**src/rtl/param_fifo_pkg.sv**
```systemverilog
// Shared constants and types for the parametrised FIFO.
// Default width/depth replace the old fixed buffer-width/size macros.
package param_fifo_pkg;

  localparam int DEFAULT_DATA_W     = 32;
  localparam int DEFAULT_DEPTH_LOG2 = 4;

  typedef struct packed {
    logic wr;
    logic rd;
  } fifo_acc_t;

endpackage

```
**src/rtl/param_fifo_if.sv**
```systemverilog
// Push/pop/status bundle for param_fifo; hwm exists only when QUEUE_HWM_EN is defined.
interface param_fifo_if
  import param_fifo_pkg::*;
#(
  parameter int DATA_W     = DEFAULT_DATA_W,
  parameter int DEPTH_LOG2 = DEFAULT_DEPTH_LOG2
);
  logic                  flush;
  logic                  wr_en;
  logic [DATA_W-1:0]     buf_in;
  logic                  rd_en;
  logic [DATA_W-1:0]     buf_out;
  logic                  rd_valid;
  logic                  buf_empty;
  logic                  buf_full;
  logic                  almost_full;
  logic                  almost_empty;
  logic [DEPTH_LOG2:0]   fifo_counter;
  logic                  overflow;
  logic                  underflow;
`ifdef QUEUE_HWM_EN
  logic [DEPTH_LOG2:0]   hwm;
`endif

  modport master (
    output flush, wr_en, buf_in, rd_en,
    input  buf_out, rd_valid, buf_empty, buf_full, almost_full, almost_empty,
           fifo_counter, overflow, underflow
`ifdef QUEUE_HWM_EN
    , input hwm
`endif
  );

  modport slave (
    input  flush, wr_en, buf_in, rd_en,
    output buf_out, rd_valid, buf_empty, buf_full, almost_full, almost_empty,
           fifo_counter, overflow, underflow
`ifdef QUEUE_HWM_EN
    , output hwm
`endif
  );
endinterface

```
**src/rtl/param_fifo_mem_2p.sv**
```systemverilog
// DATA_W x 2**ADDR_W storage with one write port and a registered read port.
// rdata resets to zero and holds whenever re is low; the array itself is not reset.
module fifo_mem_2p #(
  parameter int DATA_W = 32,
  parameter int ADDR_W = 4
) (
  input  logic              clk,
  input  logic              rst,
  input  logic              we,
  input  logic [ADDR_W-1:0] waddr,
  input  logic [DATA_W-1:0] wdata,
  input  logic              re,
  input  logic [ADDR_W-1:0] raddr,
  output logic [DATA_W-1:0] rdata
);
  logic [DATA_W-1:0] mem_q [2**ADDR_W];
  logic [DATA_W-1:0] rdata_q;

  always_ff @(posedge clk) begin
    if (we) mem_q[waddr] <= wdata;
  end

  always_ff @(posedge clk or posedge rst) begin
    if (rst)     rdata_q <= '0;
    else if (re) rdata_q <= mem_q[raddr];
  end

  assign rdata = rdata_q;
endmodule

```
**src/rtl/param_fifo.sv**
```systemverilog
// Parametrised synchronous FIFO with thresholds, flush, sticky error flags and read-valid.
// Optional high-water-mark output enabled by defining QUEUE_HWM_EN.
module param_fifo
  import param_fifo_pkg::*;
#(
  parameter int DATA_W     = DEFAULT_DATA_W,
  parameter int DEPTH_LOG2 = DEFAULT_DEPTH_LOG2,
  parameter int AF_THRESH  = (1 << DEPTH_LOG2) - 1,
  parameter int AE_THRESH  = 1
) (
  input  logic          clk,
  input  logic          rst,
  param_fifo_if.slave   bus
);
  localparam int DEPTH = 1 << DEPTH_LOG2;
  localparam int CW    = DEPTH_LOG2 + 1;

  logic [DEPTH_LOG2-1:0] wr_ptr_q, wr_ptr_d, rd_ptr_q, rd_ptr_d;
  logic [CW-1:0]         count_q, count_d;
  logic                  rd_valid_q, rd_valid_d;
  logic                  ovf_q, ovf_d, unf_q, unf_d;
  logic                  empty, full;
  fifo_acc_t             acc;

  assign empty = (count_q == '0);
  assign full  = (count_q == CW'(DEPTH));

  // A pop on a full FIFO frees the slot the simultaneous push needs; flush overrides both.
  always_comb begin
    acc.rd = bus.rd_en & ~empty & ~bus.flush;
    acc.wr = bus.wr_en & (~full | bus.rd_en) & ~bus.flush;
  end

  always_comb begin
    wr_ptr_d   = wr_ptr_q;
    rd_ptr_d   = rd_ptr_q;
    count_d    = count_q;
    rd_valid_d = 1'b0;
    ovf_d      = ovf_q;
    unf_d      = unf_q;
    if (bus.flush) begin
      wr_ptr_d = '0;
      rd_ptr_d = '0;
      count_d  = '0;
      ovf_d    = 1'b0;
      unf_d    = 1'b0;
    end else begin
      if (acc.wr) wr_ptr_d = wr_ptr_q + DEPTH_LOG2'(1);
      if (acc.rd) rd_ptr_d = rd_ptr_q + DEPTH_LOG2'(1);
      count_d    = count_q + CW'(acc.wr) - CW'(acc.rd);
      rd_valid_d = acc.rd;
      if (bus.wr_en & full & ~bus.rd_en) ovf_d = 1'b1;
      if (bus.rd_en & empty)             unf_d = 1'b1;
    end
  end

  always_ff @(posedge clk or posedge rst) begin
    if (rst) begin
      wr_ptr_q   <= '0;
      rd_ptr_q   <= '0;
      count_q    <= '0;
      rd_valid_q <= 1'b0;
      ovf_q      <= 1'b0;
      unf_q      <= 1'b0;
    end else begin
      wr_ptr_q   <= wr_ptr_d;
      rd_ptr_q   <= rd_ptr_d;
      count_q    <= count_d;
      rd_valid_q <= rd_valid_d;
      ovf_q      <= ovf_d;
      unf_q      <= unf_d;
    end
  end

  fifo_mem_2p #(
    .DATA_W (DATA_W),
    .ADDR_W (DEPTH_LOG2)
  ) u_mem (
    .clk   (clk),
    .rst   (rst),
    .we    (acc.wr),
    .waddr (wr_ptr_q),
    .wdata (bus.buf_in),
    .re    (acc.rd),
    .raddr (rd_ptr_q),
    .rdata (bus.buf_out)
  );

  assign bus.rd_valid     = rd_valid_q;
  assign bus.buf_empty    = empty;
  assign bus.buf_full     = full;
  assign bus.almost_full  = (count_q >= CW'(AF_THRESH));
  assign bus.almost_empty = (count_q <= CW'(AE_THRESH));
  assign bus.fifo_counter = count_q;
  assign bus.overflow     = ovf_q;
  assign bus.underflow    = unf_q;

`ifdef QUEUE_HWM_EN
  logic [CW-1:0] hwm_q, hwm_d;

  always_comb begin
    hwm_d = hwm_q;
    if (bus.flush)            hwm_d = '0;
    else if (count_d > hwm_q) hwm_d = count_d;
  end

  always_ff @(posedge clk or posedge rst) begin
    if (rst) hwm_q <= '0;
    else     hwm_q <= hwm_d;
  end

  assign bus.hwm = hwm_q;
`endif
endmodule
```
**src/flat_wrapper.sv**
```systemverilog
// flat-port wrapper written by rule: the top's interface ports become plain ports
module param_fifo_flat import param_fifo_pkg::*;
#(
  parameter int DATA_W     = DEFAULT_DATA_W,
  parameter int DEPTH_LOG2 = DEFAULT_DEPTH_LOG2,
  parameter int AF_THRESH  = (1 << DEPTH_LOG2) - 1,
  parameter int AE_THRESH  = 1
)
  (clk, rst, bus_flush, bus_wr_en, bus_buf_in, bus_rd_en, bus_buf_out, bus_rd_valid, bus_buf_empty, bus_buf_full, bus_almost_full, bus_almost_empty, bus_fifo_counter, bus_overflow, bus_underflow);
  param_fifo_if #(.DATA_W(DATA_W), .DEPTH_LOG2(DEPTH_LOG2)) bus_i ();
  input  logic clk;
  input  logic rst;
  input wire logic [$bits(bus_i.flush)-1:0] bus_flush;
  input wire logic [$bits(bus_i.wr_en)-1:0] bus_wr_en;
  input wire logic [$bits(bus_i.buf_in)-1:0] bus_buf_in;
  input wire logic [$bits(bus_i.rd_en)-1:0] bus_rd_en;
  output wire logic [$bits(bus_i.buf_out)-1:0] bus_buf_out;
  output wire logic [$bits(bus_i.rd_valid)-1:0] bus_rd_valid;
  output wire logic [$bits(bus_i.buf_empty)-1:0] bus_buf_empty;
  output wire logic [$bits(bus_i.buf_full)-1:0] bus_buf_full;
  output wire logic [$bits(bus_i.almost_full)-1:0] bus_almost_full;
  output wire logic [$bits(bus_i.almost_empty)-1:0] bus_almost_empty;
  output wire logic [$bits(bus_i.fifo_counter)-1:0] bus_fifo_counter;
  output wire logic [$bits(bus_i.overflow)-1:0] bus_overflow;
  output wire logic [$bits(bus_i.underflow)-1:0] bus_underflow;
  assign bus_i.flush = bus_flush;
  assign bus_i.wr_en = bus_wr_en;
  assign bus_i.buf_in = bus_buf_in;
  assign bus_i.rd_en = bus_rd_en;
  assign bus_buf_out = bus_i.buf_out;
  assign bus_rd_valid = bus_i.rd_valid;
  assign bus_buf_empty = bus_i.buf_empty;
  assign bus_buf_full = bus_i.buf_full;
  assign bus_almost_full = bus_i.almost_full;
  assign bus_almost_empty = bus_i.almost_empty;
  assign bus_fifo_counter = bus_i.fifo_counter;
  assign bus_overflow = bus_i.overflow;
  assign bus_underflow = bus_i.underflow;
  param_fifo #(.DATA_W(DATA_W), .DEPTH_LOG2(DEPTH_LOG2), .AF_THRESH(AF_THRESH), .AE_THRESH(AE_THRESH)) u_core (.clk(clk), .rst(rst), .bus(bus_i));
endmodule
```
**config.mk**
```make
export PLATFORM = sky130hd
export DESIGN_NAME = param_fifo_flat
export DESIGN_NICKNAME = d
export VERILOG_FILES = /design/src/rtl/param_fifo_pkg.sv /design/src/rtl/param_fifo_if.sv /design/src/rtl/param_fifo_mem_2p.sv /design/src/rtl/param_fifo.sv /design/src/flat_wrapper.sv
export SDC_FILE = /design/constraint.sdc
export NUM_CORES = 1
export LEC_CHECK = 0
export ABC_AREA = 1
export CORE_ASPECT_RATIO = 0.6
export CORE_UTILIZATION = 35
export CTS_CLUSTER_DIAMETER = 150
export DETAILED_ROUTE_END_ITERATION = 10
export GPL_ROUTABILITY_DRIVEN = 0
export GPL_TIMING_DRIVEN = 0
export PLACE_DENSITY_LB_ADDON = 0.3
export SLEW_MARGIN = 20
export SYNTH_ARGS = -nofsm -noshare
export SYNTH_HDL_FRONTEND = slang
export SYNTH_HIERARCHICAL = 1
export SYNTH_SLANG_ARGS = --single-unit
```
**constraint.sdc**
```tcl
create_clock -name clk -period 8.3 [get_ports clk]
set_clock_uncertainty 0.05 [all_clocks]
set_input_delay 0.83 -clock clk [delete_from_list [all_inputs] [get_ports clk]]
set_output_delay 0.83 -clock clk [all_outputs]
set_load 0.05 [all_outputs]
```
# Word-level counts from Yosys, hierarchy flattened
# Memory sizes are Yosys's and may differ from the RTL's. A register that Yosys moved wholly into a read port is not among the register bits.
# Cells that the tools add are included.
[word_totals]
n_memories = 1
out_inout_bits = 44
ff_bits = 16
word_cells = 43
in_bits = 37
latch_bits = 0
rom_bits = 0
ram_bits = 512
[memory_table]
columns = ["name", "depth", "width", "read_ports", "rd_ports_with_merged_regs", "write_ports", "line", "rtl"]
rows = [
  ["u_core.u_mem.mem_q", 16, 32, 1, 1, 1, "param_fifo_mem_2p.sv:16", "logic [DATA_W-1:0] mem_q [2**ADDR_W];"],
]
[classes]
div = 0
n_mul = 0
n_reduce_logical = 5
n_eq_ne = 1
magnitude_cmp = 2
muxes = 12
n_shift = 0
bitwise = 12
add_sub_neg = 4
[ops]
columns = ["cell", "n"]
rows = [
  ["4-bit two-way mux", 4],
  ["4-bit by 1-bit adder with 4-bit output (second input constant)", 2],
  ["2-bit nonzero test", 4],
  ["1-bit bitwise AND", 7],
  ["1-bit two-way mux", 7],
  ["5-bit by 1-bit adder with 5-bit output", 1],
  ["5-bit == test (second input constant)", 1],
  ["5-bit by 4-bit greater-or-equal comparator with 1-bit output (second input constant)", 1],
  ["5-bit by 1-bit <= comparator with 1-bit output (second input constant)", 1],
  ["5-bit zero test", 1],
  ["5-bit two-way mux", 1],
  ["5-bit by 1-bit subtractor with 5-bit output", 1],
  ["1-bit NOT", 4],
  ["1-bit bitwise OR", 1],
]

# Logic depth before layout (Yosys ltp)
[depth]
word_depth = 8
ltp_mapped = 17

# Hierarchy
# The synthesis kept the hierarchy.
[modules_own_cells]
columns = ["module", "seq_area_each_um2", "instances", "area_per_inst_um2", "cells_each"]
rows = [
  ["fifo_mem_2p", 16175.5, 1, 21770.9, 1841],
  ["param_fifo", 400.4, 1, 1093.5, 131],
]

# Worst setup path before layout
# Ideal clock, no wire load.
[synth_timing]
path_kind = "register to register"
start = "reg u_core.count_q[2] (netlist: u_core/bus.fifo_counter[2])"
end = "mem u_core.u_mem.mem_q[12][0] (enable)"
n_path_buf = 0
arrival_ns = 3.083
stages_incl_launch_ff = 10
slack_ns = 4.746
period_less_slack_ns = 3.554
cell_sequence = "dfrtp_1 > inv_1 > ha_1 > inv_1 > nor2_4 > nand3_2 > nand2_4 > nor2_2 > nand3_1 > nor2_1"
[synth_rtl]
columns = ["element", "line", "rtl"]
rows = [
  ["from (decl)", "param_fifo.sv:19", "logic [CW-1:0] count_q, count_d;"],
  ["from (signal assigned)", "param_fifo.sv:68", "count_q <= count_d;"],
  ["to (decl)", "param_fifo_mem_2p.sv:16", ""],
]

# Worst setup path after layout
[layout_timing]
start = "reg u_core.count_q[2] (netlist: u_core/bus.fifo_counter[2])"
end = "out bus_buf_empty"
[layout_between]
elab_chain_len = 1
[layout_lines]
columns = ["element", "line", "rtl"]
rows = [
  ["5-bit zero test", "param_fifo.sv:25", "assign empty = (count_q == '0);"],
  ["to (decl)", "flat_wrapper.sv:19", "output wire logic [$bits(bus_i.buf_empty)-1:0] bus_buf_empty;"],
]
# Every way passes these cells.

==> out/metrics.yaml <==
rsz0062_at_grt: "no"
syn2layout_area_growth_pct: 19.09
initial_utilization_pct: 35.45
cts_setup_buffers: 0
clock-sinks: 560
critical_path_class: "reg -> out"
cp.required_ns: 7.42
drive_above_1_share_pct: 9.765
finalMaxSlewViolations: 0
clkTransAtPathRegs_ns: 0.07
crit_path_start_kind: "register"
drt_wl_total_mm: 68.26
hold_class: "in -> reg"
vias_per_cell: 5.258
num_vias: 15891
whs_ns: 0.4050
post_drt_wl_per_cell_um: 22.59
layout_commonest_cell: "nand2_1"
clock_latency_ns: 0.60
cts_tree: "built"
cp_common_cell: "inv_1"
cts_buffers: 50
synth_area_sq_um: 22860
ant_nets: 0
cp_max_fo: 5
final.setup.tns_ns: 0
first_pass_iters: 5
grt_max_degree: 21
diodes: 0
drc: 0
ys_types: 26
slowest_stage: "clkdlybuf4s50_1"
tightestPinTransition_ns: 1.148
worstSetupEndpointType: "primary output"
yosysSeqAreaShare_pct: 72.50
core-area_sq_um: 64500
final_hold_viol_count: 0
ys_ff_latch: 560
finalNetCount: 2185
finalSetupViolations: 0
grt_pass1_vias: 15101
cts_resized: 0
die_area_sq_um: 66390
antenna_found_initial: 2
final_cell_mix: "795 x nand2_1, 512 x edfxtp_1, 403 x nand3_1"
fin_crit_ns: 3.460
yosysWarnings: 6
fin_util_pct: 42.21
ios: 81
die_x_um: 332.0
synth_cells: 1972
syn_avg_cell_area_sq_um: 11.59
place_area_sq_um: 25610
peakVddDrop_mv: 0.2186
ctsHoldBuffers: 0
max-cap-violations: 0
drt_iter0_markers: 1811
fmax_mhz: 289.0
crit_arrival_ns: 2.58
cts_root_buf: "clkbuf_16"
die_h_um: 200.0
p_per_area_nw_per_um2: 290.4
relSlewSlack_pct: 23.46
fillCellCount: 5891
grt_pass1_wl_mm: 99.89
core.rowCount: 72
finalCritPeriodShare_pct: 41.69
port_buffers: 79
crit_chain: "inv_1 > ha_1 > inv_1 > nor2_4 > nand3_2 > inv_1 > clkdlybuf4s50_1"
status: "finished, final reports clean"
slowest_delay_ns: 0.80
grt_overflow: 0
clockBufferDepth: 3
dp_hpwl_mm: 46.54
htree_levels: 2
track_usage_pct: 20.58
final_area_sq_um: 27230
synth_fp_nets: 2024
finalPower_mw: 7.906
p_leak_nw: 10.16
area by class of cell:
type	count	area, sq um	share of cell area [%]
buffer	114	679.4	2.495
clock buffer	71	1444	5.303
clock inverter	19	170.2	0.6249
inverter	30	115.1	0.4228
multi-input combinational	1268	5615	20.62
sequential	560	16580	60.88
tap	851	1065	3.910
timing repair buffer	109	1564	5.744
worst paths after layout:
kind | startpoint | end | slack [ns] | depth (start not counted)
max | u_core/bus.fifo_counter[2]$_DFF_PP0_ | bus_buf_empty | 4.84 | 7
min | bus_flush | u_core/bus.underflow$_DFFE_PP0P_ | 0.40 | 2
max reg2reg | u_core/bus.fifo_counter[2]$_DFF_PP0_ | u_core/u_mem/rdata[28]$_DFFE_PP0P_ | 5.08 | 12
min reg2reg | u_core/u_mem/rdata[20]$_DFFE_PP0P_ | u_core/u_mem/rdata[20]$_DFFE_PP0P_ | 0.43 | 2
max in group asynchronous | rst | u_core/wr_ptr_q[0]$_DFFE_PP0P_ | 7.11 | 2
min in group asynchronous | rst | u_core/u_mem/rdata[19]$_DFFE_PP0P_ | 0.52 | 2
Yosys cell counts:
master | number | share of area, %
xor2_1 | 2 | 0.077
nor2_4 | 1 | 0.049
buf_4 | 33 | 1.1
nand4_1 | 7 | 0.19
a21oi_1 | 7 | 0.15
nand2_1 | 795 | 13
buf_1 | 14 | 0.23
nand2_4 | 1 | 0.049
nand3_1 | 403 | 8.8
ha_1 | 14 | 0.77
fa_1 | 1 | 0.088
o31ai_1 | 1 | 0.033
nand3_2 | 2 | 0.088
buf_6 | 11 | 0.54
edfxtp_1 | 512 | 67
inv_2 | 3 | 0.049
buf_2 | 35 | 0.77
nand2_2 | 2 | 0.055
dfrtp_1 | 48 | 5.3
nor2_2 | 3 | 0.082
o21ai_0 | 1 | 0.022
inv_1 | 26 | 0.43
inv_4 | 1 | 0.027
nand3b_1 | 3 | 0.098
clkbuf_1 | 21 | 0.34
nor2_1 | 25 | 0.41
sequential cells by signal (all words and copies together) (netlist names):
register                 flops
u_core/bus.fifo_counter      5
u_core/bus.overflow          1
u_core/bus.rd_valid          1
u_core/bus.underflow         1
u_core/rd_ptr_q              4
u_core/u_mem/mem_q         512
u_core/u_mem/rdata          32
u_core/wr_ptr_q              4
report_power, final:
group | internal, mW | leakage [nW] | switching, mW
combinational | 0.685 | 4.14 | 1.62
sequential | 3.20 | 5.23 | 0.0686
clock | 1.30 | 0.795 | 1.03
total | 5.18 | 10.2 | 2.72
through the flow:
stage          std cells  setup WS [ns]
2_1_floorplan       1972          4.746
3_3_place_gp        2902          2.378
3_5_place_dp        2932          4.592
4_1_cts             3022          4.800
5_1_grt             3022          4.686
6_report            3022          4.840
critical path: cells and delay by family (launching register included):
family	cells	cell delay (ns)
DFF	1	0.43
and+or+nand+nor	2	0.24
adders and majority gates	1	0.20
buffers and inverters	4	1.12
routing by layer:
layer / up-vias / global-route usage [%] / wire length [um]
li1: 7130 / - / -
met1: 7856 / 30.64 / 30770
met2: 816 / 29.84 / 28130
met3: 89 / 5.641 / 8159
met4: 0 / 4.407 / 1200
met5: - / 0 / 0
cells by family (layout without fill, tap and decap cells):
logic type      after synthesis  count (layout)  share of synthesized area [%]
compound gates                9               9                         0.2079
xor+xnor                      2               2                        0.07663
fa+ha+maj                    15              15                         0.8537
buf+inv                     144             343                          3.469
flops                       560             560                          72.50
simple gates               1242            1242                          22.90
Power figures use the tool's default switching activity.
